===== config.mk =====
export PLATFORM = sky130hd
export DESIGN_NAME = multdiv_stall_ctrl
export DESIGN_NICKNAME = d
export VERILOG_FILES = /design/src/rtl/multdiv_stall_ctrl.sv
export SDC_FILE = /design/constraint.sdc
export NUM_CORES = 1
export LEC_CHECK = 0
export BUFFER_PORTS_ARGS = -buffer_cell sky130_fd_sc_hd__buf_2
export CORE_MARGIN = 2
export CORE_UTILIZATION = 49
export DETAILED_ROUTE_END_ITERATION = 12
export GPL_ROUTABILITY_DRIVEN = 0
export HOLD_SLACK_MARGIN = 0.15
export PLACE_DENSITY = 0.76
export SYNTH_ARGS = -nofsm -noshare
export SYNTH_HDL_FRONTEND = slang
export SYNTH_SLANG_ARGS = --single-unit

===== constraint.sdc =====
create_clock -name clock -period 1.9 [get_ports clock]
set_clock_uncertainty 0.05 [all_clocks]
set_input_delay 0.19 -clock clock [delete_from_list [all_inputs] [get_ports clock]]
set_output_delay 0.19 -clock clock [all_outputs]
set_load 0.02 [all_outputs]

===== src/rtl/multdiv_stall_ctrl.sv =====
// Stall/sequence controller for a multi-cycle multiply/divide unit sitting in
// the execute stage: issues the unit, freezes the front end, and retires into X/M.
module multdiv_stall_ctrl #(
    parameter int MULT_LAT = 32,
    parameter int DIV_LAT  = 32,
    parameter int CNT_W    = 6
) (
    input  logic             clock,
    input  logic             reset,
    input  logic             is_mult,
    input  logic             is_div,
    input  logic             div_zero,
    input  logic             flush,
    output logic             md_start,
    output logic             md_op,
    output logic             stall,
    output logic             xm_bubble,
    output logic             md_done,
    output logic             md_err,
    output logic             md_abort,
    output logic             busy,
    output logic [CNT_W-1:0] count
);

    localparam logic [1:0] S_IDLE = 2'd0;
    localparam logic [1:0] S_RUN  = 2'd1;
    localparam logic [1:0] S_DONE = 2'd2;

    localparam logic [CNT_W-1:0] MULT_LOAD = CNT_W'(MULT_LAT - 1);
    localparam logic [CNT_W-1:0] DIV_LOAD  = CNT_W'(DIV_LAT - 1);

    logic [1:0]       state, state_nxt;
    logic [CNT_W-1:0] count_nxt;
    logic             op_nxt;
    logic             err_pend, err_nxt;
    logic             issue;

    assign issue = (state == S_IDLE) && (is_mult || is_div) && !flush;

    always_comb begin
        state_nxt = state;
        count_nxt = count;
        op_nxt    = md_op;
        err_nxt   = err_pend;
        if (flush) begin
            state_nxt = S_IDLE;
            count_nxt = '0;
            err_nxt   = 1'b0;
        end else begin
            case (state)
                S_IDLE: begin
                    if (issue) begin
                        op_nxt = !is_mult;
                        if (is_mult) begin
                            state_nxt = S_RUN;
                            count_nxt = MULT_LOAD;
                            err_nxt   = 1'b0;
                        end else if (div_zero) begin
                            // Nothing to compute: retire next cycle with the error flag.
                            state_nxt = S_DONE;
                            count_nxt = '0;
                            err_nxt   = 1'b1;
                        end else begin
                            state_nxt = S_RUN;
                            count_nxt = DIV_LOAD;
                            err_nxt   = 1'b0;
                        end
                    end
                end
                S_RUN: begin
                    if (count == '0) state_nxt = S_DONE;
                    else             count_nxt = count - CNT_W'(1);
                end
                S_DONE: begin
                    state_nxt = S_IDLE;
                    err_nxt   = 1'b0;
                end
                default: begin
                    state_nxt = S_IDLE;
                    count_nxt = '0;
                    err_nxt   = 1'b0;
                end
            endcase
        end
    end

    always_ff @(posedge clock) begin
        if (reset) begin
            state    <= S_IDLE;
            count    <= '0;
            md_op    <= 1'b0;
            err_pend <= 1'b0;
        end else begin
            state    <= state_nxt;
            count    <= count_nxt;
            md_op    <= op_nxt;
            err_pend <= err_nxt;
        end
    end

    // Reset masks every handshake output so a mid-operation reset is silent.
    always_comb begin
        md_start  = !reset && issue;
        stall     = !reset && !flush && (issue || state == S_RUN);
        xm_bubble = !reset && (flush || issue || state == S_RUN);
        md_done   = !reset && !flush && (state == S_DONE);
        md_err    = md_done && err_pend;
        md_abort  = !reset && flush && (state == S_RUN || state == S_DONE);
        busy      = !reset && (state != S_IDLE);
    end

endmodule


# Yosys cells after proc, flatten, opt, wreduce, memory -nomap -nowiden
# Index checks and enable logic that the tools add are counted.
word_totals:
  register_bits: 10
  inputBits: 6
  out_inout_bits: 14
  elab_cells: 54
op_classes:
  addsub: 1
  eq_ne: 5
  mux: 14
  n_bitwise: 3
  reduce_logical: 27
op_table:
  columns: ["operator", "n"]
  rows:
  - ["6-bit case mux with 3 select lines", 1]
  - ["6-bit 2-to-1 mux", 2]
  - ["1-bit logical AND", 11]
  - ["5-bit 2-to-1 mux", 2]
  - ["2-bit 2-to-1 mux", 4]
  - ["6-bit logical NOT", 1]
  - ["2-bit inequality test (second input constant)", 3]
  - ["3-bit AND reduction", 2]
  - ["6-bit by 1-bit subtractor with 6-bit output (second input constant)", 1]
  - ["1-bit logical OR", 5]
  - ["2-bit case mux with 2 select lines", 1]
  - ["2-bit AND reduction", 2]
  - ["1-bit logical NOT", 3]
  - ["1-bit 2-to-1 mux", 3]
  - ["1-bit NOT", 3]
  - ["2-bit by 1-bit == test with 1-bit output (second input constant)", 1]
  - ["2-bit == test (second input constant)", 1]
  - ["2-bit logical NOT", 1]
  - ["1-bit case mux with 2 select lines", 1]
  - ["2-bit nonzero test", 1]
  - ["2-bit OR reduction", 1]

# Depth between registers and ports, before layout
# Gate-level depths: netlist of run 1.
logic_depth:
  ltp_word: 6
  ltp_mapped: 7
  mapped_depth_nobuf: 6

# Worst setup path after synthesis of run 1
# OpenSTA, ideal clock, no wires.
synth_path:
  path_kind: "register to register"
  from: "register count[0]"
  to: "register count[2]"
  setup_ps: 117
  arrival_ps: 1668
  required_ps: 1733
  setup_slack_ps: 64
  stages_incl_launch_ff: 7
  n_path_buf: 0
  synth_period_minus_slack_ps: 1836
  path_cell_list: "dfxtp_1 inv_1 ha_1 nor2b_1 a221oi_4 o21ai_2 a32o_1"
synth_between:
  elab_chain_len: 3
  word_cells_on_any_way: 6
  classes_between: "add/sub: 1; eq/ne: 1; mux: 2; reduce/logical: 2"
synth_rtl:
  columns: ["element", "line", "source"]
  rows:
  - ["start: declaration", "22", "output logic [CNT_W-1:0] count"]
  - ["start signal: assignment", "95", "count <= count_nxt;"]
  - ["6-bit by 1-bit subtractor with 6-bit output / 6-bit logical NOT (equally long branches)", "72, 71", null]
  - ["6-bit 2-to-1 mux / 2-bit inequality test (equally long branches)", null, null]
  - ["6-bit case mux with 3 select lines / 3-bit AND reduction (equally long branches)", null, null]
# Parallel ways exist; a longest one is shown, timed or not. The select of a mux whose other input is x is not followed.
# A chain may end at the register's enable or synchronous reset.

# Final worst setup path of run 1
layout_path:
  from: "input is_mult"
  to: "output xm_bubble"
layout_between:
  elab_chain_len: 6
layout_rtl:
  columns: ["element", "line", "source"]
  rows:
  - ["start: declaration", "10", "input logic is_mult,"]
  - ["1-bit logical OR", "38", "assign issue = (state == S_IDLE) && (is_mult || is_div) && !flush;"]
  - ["1-bit logical AND (2 in series)", "38", null]
  - ["1-bit logical OR (2 in series)", "105", "xm_bubble = !reset && (flush || issue || state == S_RUN);"]
  - ["1-bit logical AND", "105", null]
  - ["end: declaration", "17", "output logic xm_bubble,"]
# No other way between the ends.

==> results of run 1 <==
[power by group]
group,switching (W),internal [W],total (W)
logic,0.000126,0.0000881,0.000214
registers,0.0000173,0.000224,0.000241
clock network,0.0000820,0.000116,0.000198
[path summary, 6_finish.rpt]
path                          from                     to  slack [ns]  cells after the start
max                        is_mult              xm_bubble        0.04                      6
min                         is_div     md_op$_SDFFE_PP0P_        0.22                      3
max reg2reg  count[1]$_SDFFE_PP0P_  count[2]$_SDFFE_PP0P_        0.08                      6
min reg2reg  err_pend$_SDFFE_PP0P_  err_pend$_SDFFE_PP0P_        0.41                      1
[synth_stat cells, types with 2 or more instances]
library cell	instances
a311oi_1	2
or2_2	2
clkbuf_1	2
nand2_1	4
ha_1	5
nor2b_1	2
nand2b_1	2
o31ai_1	2
dfxtp_1	10
and3_1	2
and2_1	4
a21oi_1	12
nand3b_1	2
o21ai_0	3
nor3_1	2
inv_1	6
o21a_1	2
nor2_1	7
a211oi_1	2
[worst min-delay path, stage by stage]
cell and delay (ns):
buf_2 0.13, a21oi_1 0.12, a211oi_1 0.05
[registers in the layout, summed over array words and instances, names as in the netlist]
name and count:
state 2, err_pend 1, md_op 1, count 6
[metrics by stage]
step | hold slack, ns | setup slack (ns) | area, um2 | total power (W) | utilization [%]
2_1_floorplan | 0.213 | 0.0642 | 708 | 0.000389 | -
3_3_place_gp | 0.374 | 0.161 | 818 | 0.000439 | 62.1
3_5_place_dp | 0.383 | 0.0832 | 818 | 0.000443 | 62.1
4_1_cts | 0.221 | 0.0109 | 875 | 0.000643 | 66.4
5_1_grt | 0.230 | 0.00345 | 890 | 0.000684 | 67.5
6_report | 0.220 | 0.0356 | 890 | 0.000654 | 67.5
[timing repair]
action                                 CTS  global route
setup buffers                            0             1
gates resized for setup                  0             3
hold buffers                             2             0
setup endpoints to repair                0             9
endpoints found under the hold margin    1             0
[final cells by class]
cell class,instances,area share (%)
Clock buffer,4,4.08
Tap cell,15,2.11
Inverter,6,2.53
Multi-Input combinational cell,65,53.2
Timing Repair Buffer,24,15.5
Sequential cell,10,22.6
[routing by layer]
metal	global-route usage, %	part of all wire, %
met5	0	0
met4	7.50	1.7
met3	3.88	5.1
met2	39.1	48
met1	23.1	45
[logic make-up after synthesis]
| kind of cell | after synthesis | share of synthesized area [%] |
|---|---|---|
| and+or+nand+nor | 30 | 25.1 |
| AOI/OAI and AO/OA | 29 | 30.6 |
| DFF | 10 | 28.3 |
| buffers and inverters | 9 | 5.83 |
| adders and majority gates | 5 | 8.83 |
| muxes | 1 | 1.41 |
[layout by cell type (no fill, tap or decap), types with 2 or more instances in the layout]
cell type / n
a211oi_1: 2
a21oi_1: 11
a311oi_1: 2
and2_1: 4
and3_1: 2
buf_2: 19
buf_4: 3
clkbuf_4: 3
dfxtp_1: 9
dlygate4sd3_1: 2
ha_1: 5
inv_1: 6
nand2_1: 4
nand2b_1: 2
nand3b_1: 2
nor2_1: 6
nor2b_1: 2
nor3_1: 2
o21a_1: 2
o21ai_0: 3
o31ai_1: 2
or2_2: 2
==> flow_metrics.tcl, run 1 <==
set metrics [dict create \
    outcome "finished clean" \
    drt_wl_total_um 1790 \
    ys_seq_elements 10 \
    cp_cell_sequence "dlygate4sd3_1 -> buf_2 -> or2_2 -> a21oi_2 -> a21oi_1 -> buf_2" \
    start_kind "primary input" \
    min_path_type "primary input to flip-flop" \
    synth_edf_count 0 \
    htree_levels 1 \
    grt_setup_unrepaired "false" \
    start_util_pct 53.8 \
    first_pass_iters 4 \
    via_count 704 \
    core_mm2 0.00132 \
    synth_fp_nets 95 \
    critical_path_buf_inv_count 3 \
    place_hpwl_um 1230 \
    overflow 0 \
    ioPinCount 20 \
    grt_usage_pct 20.8 \
    tightest_slew_ns 0.419 \
    antenna_cells 0 \
    synth_top_area_share_pct 28.3 \
    die_w_um 42.0 \
    period_needed_ns 1.86 \
    cap_violations 0 \
    cts_buffer_depth 2 \
    multiInputGateArea_um2 473 \
    synth_top_flop_cell "dfxtp_1" \
    crit_path_end_kind "output port" \
    area_growth_pct 25.6 \
    synth_area_leaders "dfxtp_1 28%, ha_1 8.8%, a21oi_1 8.5%" \
    num_rows 13 \
    hold_viol_final 0 \
    clk_latency_ns 0.27 \
    nNetsFinal 121 \
    fmax_ghz 0.536 \
    cts_made_buffers 3 \
    numPortBuffers 19 \
    die_h_um 42.0 \
    cts_sinks 10 \
    path_clk_slew_ns 0.07 \
    layoutNonFillerInstCount 124 \
    drive_above_1_share_pct 33.0 \
    wl_per_cell_um 14.4 \
    first_global_vias 667 \
    relSlewSlack_pct 72.0 \
    crit_fanout 5 \
    cts_tree "done" \
    required_ns 1.66 \
    ys_async_sr_fraction_pct 0 \
    finalSetupViolations 0 \
    syn-cell-area_um2 708 \
    power.density_mw_per_mm2 735 \
    grt_max_degree 10 \
    slowest_stage "dlygate4sd3_1" \
    viasPerCell 5.68 \
    placedCellCount 117 \
    first_iter_violations 30 \
    slowest_delay_ns 0.55 \
    synth_cells 84 \
    grt_pass1_wl_um 2830 \
    ant_nets 0 \
    drcViolationCount 0 \
    yosysWarningCount 0 \
    seq_area_frac_synth_pct 28.3 \
    fin_setup_tns_ns 0 \
    fin_crit_sh_pct 98.1 \
    critPathKind "primary input to output port" \
    seqCellArea_um2 201 \
    fill_cells 111 \
    syn_avg_cell_area_um2 8.43 \
    yosys.area.top_type "dfxtp_1" \
    synth.distinct_cells 30 \
    vdd_ir_drop_max_mv 0.426 \
    die-area_mm2 0.00177 \
    cts_root_buffer "clkbuf_4" \
    path_common_cell "buf_2" \
    drv_slew 0 \
    arrival_ns 1.62 \
    path_delay_family "buffers and inverters" \
    antenna_found_initial 0 \
    leakagePower_nw 0.396 \
]
(Power assumes the default switching activity.)
==> inputs of run 2 (changes only) <==
--- a/config.mk
+++ b/config.mk
@@ -11,7 +11,7 @@
 export DETAILED_ROUTE_END_ITERATION = 12
 export GPL_ROUTABILITY_DRIVEN = 0
 export HOLD_SLACK_MARGIN = 0.15
-export PLACE_DENSITY = 0.76
+export PLACE_DENSITY = 0.74
 export SYNTH_ARGS = -nofsm -noshare
 export SYNTH_HDL_FRONTEND = slang
 export SYNTH_SLANG_ARGS = --single-unit
==> run 2 against run 1 <==
  * Critical path depth stayed put
  * Critical path type unchanged
  * Hold slack worse by 0.0070 ns
  * Total power is 7.4% lower
  * Cell count stayed put
  * Global-route usage hardly changed
  * Sequential power hardly changed
  * Highest routed layer unchanged
  * Die area stayed put
==> flow_metrics.tcl, run 2 (synthesized netlist as in run 1, its figures left out) <==
set metrics [dict create \
    outcome "finished clean" \
    ant_nets 0 \
    tightest_slew_ns 0.490 \
    grt_setup_unrepaired "false" \
    overflow 0 \
    die_w_um 42.0 \
    final_cell_mix "19 x buf_2, 11 x a21oi_1, 10 x dfxtp_1, 7 x nor2_1, 6 x inv_1" \
    crit_fanout 5 \
    cts_root_buffer "clkbuf_4" \
    cts_buffer_depth 2 \
    clock_power_share_pct 24.3 \
    grt_max_degree 10 \
    start_kind "primary input" \
    cts_sinks 10 \
    postLayoutCoreUtil_pct 66.8 \
    r2r_start "count[0]$_SDFFE_PP0P_" \
    die_h_um 42.0 \
    path_clk_slew_ns 0.06 \
    seqPwrFrac_pct 39.7 \
    grt_usage_pct 20.9 \
    multiInputGateArea_um2 470 \
    antenna_cells 0 \
    r2r_slack_ns 0.09 \
    start_util_pct 53.8 \
    wl_per_cell_um 14.2 \
    p_switching_w 0.000216 \
    nNetsFinal 122 \
    leakagePower_nw 0.393 \
    reg_top3 "count (6), state (2)" \
    htree_levels 1 \
    first_pass_iters 4 \
    drive_above_1_share_pct 31.2 \
    fill_cells 122 \
    fmax_ghz 0.546 \
    hp-start "is_div" \
    required_ns 1.66 \
    drcViolationCount 0 \
    grt_pass1_wl_um 2770 \
    first_global_vias 647 \
    fin_crit_sh_pct 96.3 \
    area_growth_pct 24.2 \
    num_rows 13 \
    drv_slew 0 \
    cts_made_buffers 3 \
    numPortBuffers 19 \
    via_count 711 \
    regMostFlops "count" \
    arrival_ns 1.59 \
    crit_path_end_kind "output port" \
    p_int_w 0.000389 \
    core_mm2 0.00132 \
    viasPerCell 5.73 \
    power.density_mw_per_mm2 688 \
    drt_wl_total_um 1760 \
    ioPinCount 20 \
    vdd_ir_drop_max_mv 0.339 \
    hold-path-cell-count 3 \
    p_comb_share_pct 36.0 \
    r2r_cells 7 \
    seqCellArea_um2 200 \
    cap_violations 0 \
    min_path_type "primary input to flip-flop" \
    clk_latency_ns 0.28 \
    cts_tree "done" \
    relSlewSlack_pct 67.2 \
    critPathKind "primary input to output port" \
    r2r_end "count[2]$_SDFFE_PP0P_" \
    place_hpwl_um 1290 \
    die-area_mm2 0.00177 \
    fin_setup_tns_ns 0 \
    switching_share_pct 35.7 \
    finalSetupViolations 0 \
    antenna_found_initial 0 \
    hold_path_end "md_op$_SDFFE_PP0P_" \
    hold_viol_final 0 \
    largest_reg_flops 6 \
    period_needed_ns 1.83 \
    first_iter_violations 10 \
    final_common_cell "buf_2" \
]
-- run 2: cell count changes in the layout (fill, tap and decap cells not counted), sizes merged --
| cell | delta |
|---|---|
| buf | +1 |
| clkbuf | -1 |
-- run 2: worst max-delay path by stage --
stage / start / to
after CTS: count[0]$_SDFFE_PP0P_ / count[2]$_SDFFE_PP0P_
after floorplan: count[0]$_SDFFE_PP0P_ / count[2]$_SDFFE_PP0P_
after detailed placement: count[0]$_SDFFE_PP0P_ / count[2]$_SDFFE_PP0P_
after global placement: count[0]$_SDFFE_PP0P_ / count[2]$_SDFFE_PP0P_
after global routing: count[0]$_SDFFE_PP0P_ / count[2]$_SDFFE_PP0P_
final: is_mult / xm_bubble
-- run 2: final cells by class --
cell class,count,area share [%]
flip-flops and latches,10,22.8
inverters,6,2.56
well taps,15,2.13
multi-input cells,65,53.5
repair buffers,25,16.5
clock buffers,3,2.56
-- run 2: timing repair --
| action | CTS | global route |
|---|---|---|
| endpoints found under the hold margin | 1 | 0 |
| resized for setup | 0 | 1 |
| endpoints found under the setup margin | 0 | 6 |
| hold buffers | 2 | 0 |
| buffers inserted | 0 | 2 |
-- run 2: power by group through the flow --
stage | Combinational [W] | Clock [W] | Sequential [W]
3_3_place_gp | 0.000197 | 0 | 0.000244
5_1_grt | 0.000235 | 0.000163 | 0.000243
4_1_cts | 0.000204 | 0.000155 | 0.000240
2_1_floorplan | 0.000135 | 0 | 0.000254
6_report | 0.000218 | 0.000147 | 0.000240
3_5_place_dp | 0.000201 | 0 | 0.000245
-- run 2: routing by layer --
layer	vias to the layer above	share of wire, %	GRT usage, %	routed length, um
li1	351	-	-	-
met1	337	45	25.5	796
met2	19	47	32.8	834
met3	4	5.4	7.76	94
met4	0	1.8	8.75	31
met5	-	0	0	0
-- run 2: stage by stage --
stage               hold slack [ns]  power [W]  setup WS, ns  cell area (um2)  instances
detailed placement            0.388   0.000446        0.0555              818        117
CTS                           0.208   0.000599        0.0413              861        122
floorplan                     0.213   0.000389        0.0642              708         84
global route                  0.267   0.000641       0.00288              880        124
global placement              0.375   0.000440         0.153              818        117
finish                        0.213   0.000605        0.0699              880        124
-- run 2: worst max-delay path, stage by stage --
cell and delay [ns]:
dlygate4sd3_1 0.54, buf_2 0.16, or2_2 0.32, a21oi_2 0.16, a21oi_1 0.07, buf_2 0.15
==> inputs of run 3 (changes only) <==
--- a/config.mk
+++ b/config.mk
@@ -5,6 +5,7 @@
 export SDC_FILE = /design/constraint.sdc
 export NUM_CORES = 1
 export LEC_CHECK = 0
+export ABC_AREA = 1
 export BUFFER_PORTS_ARGS = -buffer_cell sky130_fd_sc_hd__buf_2
 export CORE_MARGIN = 2
 export CORE_UTILIZATION = 49
==> run 3 against run 2 <==
  * Sequential power hardly changed
  * Total power rose by 4.3%
  * Die area fell by 1.1%
  * Global-route usage down 0.41 points
  * Register-to-register slack better by 0.33 ns
  * Critical path type unchanged
==> flow_metrics.tcl, run 3 <==
set metrics [dict create \
    start_kind "primary input" \
    vdd_ir_drop_max_mv 0.543 \
    cap_violations 0 \
    first_pass_iters 4 \
    area_growth_pct 21.5 \
    synth.distinct_cells 19 \
    postCtsSetupBuffers 0 \
    die_h_um 41.8 \
    htree_levels 1 \
    first_global_vias 664 \
    slowest_delay_ns 0.54 \
    synth_common_cells "23 x nand2_1, 20 x nor2_1, 15 x inv_1" \
    cts_made_buffers 3 \
    finalSetupViolations 0 \
    fmax_ghz 0.577 \
    holdWs_ns 0.242 \
    path_common_cell "buf_2" \
    min_path_type "primary input to flip-flop" \
    ioPinCount 20 \
    synth_top_area_share_pct 28.6 \
    core_mm2 0.00132 \
    grt_usage_pct 20.4 \
    arrival_ns 1.49 \
    cts_sinks 10 \
    worst_slack_ns 0.167 \
    cts_tree "done" \
    crit_fanout 5 \
    num_rows 13 \
    path_clk_slew_ns 0.07 \
    leakagePower_nw 0.425 \
    seq_area_frac_synth_pct 28.6 \
    fill_cells 125 \
    antenna_cells 0 \
    final_common_cell "nand2_1" \
    regMostFlops "count" \
    grt_max_degree 10 \
    largest_reg_flops 6 \
    start_util_pct 53.1 \
    clk_latency_ns 0.26 \
    crit_path_end_kind "output port" \
    outcome "finished clean" \
    yosys.area.top_type "dfxtp_1" \
    drive_above_1_share_pct 23.3 \
    synth_fp_nets 117 \
    ys_async_sr_fraction_pct 0 \
    cp_cell_sequence "dlygate4sd3_1 -> buf_2 -> o21ai_2 -> nand2_1 -> o21bai_1 -> inv_1 -> buf_2" \
    synth_area_leaders "dfxtp_1 29%, nand2_1 12%, nor2_1 11%" \
    slowest_stage "dlygate4sd3_1" \
    first_iter_violations 20 \
    hold_viol_final 0 \
    grt_pass1_wl_um 2800 \
    drcViolationCount 0 \
    antenna_found_initial 0 \
    cts_root_buffer "clkbuf_4" \
    pre_cts_ws_ns 0.394 \
    overflow 0 \
    ant_nets 0 \
    ys_seq_elements 10 \
    die_w_um 41.8 \
    die-area_mm2 0.00175 \
    grt_setup_unrepaired "false" \
    drt_wl_total_um 1670 \
    syn-cell-area_um2 699 \
    yosysWarningCount 0 \
    required_ns 1.66 \
    numPortBuffers 19 \
    period_needed_ns 1.73 \
    critPathKind "primary input to output port" \
    syn_avg_cell_area_um2 6.60 \
    nNetsFinal 142 \
    cts_buffer_depth 2 \
    relSlewSlack_pct 73.0 \
    viasPerCell 5.17 \
    fin_crit_sh_pct 91.2 \
    power.density_mw_per_mm2 743 \
    synth_cells 106 \
    place_hpwl_um 1300 \
    final_cell_mix "23 x nand2_1, 20 x nor2_1, 19 x buf_2, 14 x inv_1, 10 x dfxtp_1" \
    tightest_slew_ns 0.402 \
    synth_edf_count 0 \
    yosysMostFrequentCell "nand2_1" \
    fin_setup_tns_ns 0 \
    via_count 745 \
    reg_top3 "count (6), state (2)" \
    synth_top_flop_cell "dfxtp_1" \
    drv_slew 0 \
    wl_per_cell_um 11.6 \
]
-- run 3: changes by cell type in the layout (fill, tap and decap cells not counted), moves of 3 or more --
cell | before | now
nand2_1 | 4 | 23
a21oi_1 | 11 | 6
and2_1 | 4 | 0
nor2_1 | 7 | 20
o21ai_1 | 0 | 3
nand4_1 | 0 | 3
nand3_1 | 1 | 4
buf_4 | 4 | 0
inv_1 | 6 | 14
-- run 3: stage by stage --
stage,util (%),power (W),instances,cell area (um2)
after global routing,64.5,0.000672,144,850
after floorplan,-,0.000420,106,699
final,64.5,0.000631,144,850
after detailed placement,61.7,0.000484,140,813
after global placement,61.7,0.000479,140,813
after CTS,64.2,0.000631,144,846
-- run 3: metal layers --
metal,part of all wire [%],vias up,GRT usage [%]
met5,0,-,0
met4,0.60,0,5.81
met3,5.9,2,5.22
met2,48,28,35.3
met1,46,327,24.7
li1,-,388,-
-- run 3: worst paths after layout --
check / start / depth (start not counted) / slack [ns] / to
max: is_mult / 7 / 0.17 / xm_bubble
max reg2reg: state[1]$_SDFFE_PP0P_ / 6 / 0.42 / count[1]$_SDFFE_PP0P_
min reg2reg: err_pend$_SDFFE_PP0P_ / 2 / 0.41 / err_pend$_SDFFE_PP0P_
min: reset / 4 / 0.24 / count[4]$_SDFFE_PP0P_
-- run 3: layout make-up --
type | count | area, um2 | area share, %
clock buffers | 3 | 22.5 | 2.65
flip-flops and latches | 10 | 200 | 23.6
multi-input cells | 81 | 447 | 52.6
repair buffers | 20 | 105 | 12.4
well taps | 15 | 18.8 | 2.21
inverters | 15 | 56.3 | 6.63
-- run 3: report_power, final --
part           internal, W  leakage [nW]  switching, W
clock network    0.0000731        0.0138     0.0000741
registers         0.000226        0.0819     0.0000145
logic            0.0000860         0.330      0.000157
total             0.000386         0.425      0.000246
-- run 3: worst max-delay path, delay by kind of cell --
family	cells	cell delay, ns
compound gates	2	0.33
buf+inv	4	0.90
simple gates	1	0.08
-- run 3: timing repair --
item	CTS	global route
hold buffers	1	0
gates resized for setup	0	3
hold endpoints to repair	1	0
endpoints found under the setup margin	0	1
-- run 3: cell families (layout without fill, tap and decap cells) --
group | after synthesis | count (layout) | share of synthesized area, %
xor+xnor | 1 | 1 | 1.25
compound gates | 18 | 18 | 15.2
simple gates | 57 | 57 | 37.9
flops | 10 | 10 | 28.6
buf+inv | 15 | 38 | 8.05
fa+ha+maj | 5 | 5 | 8.94
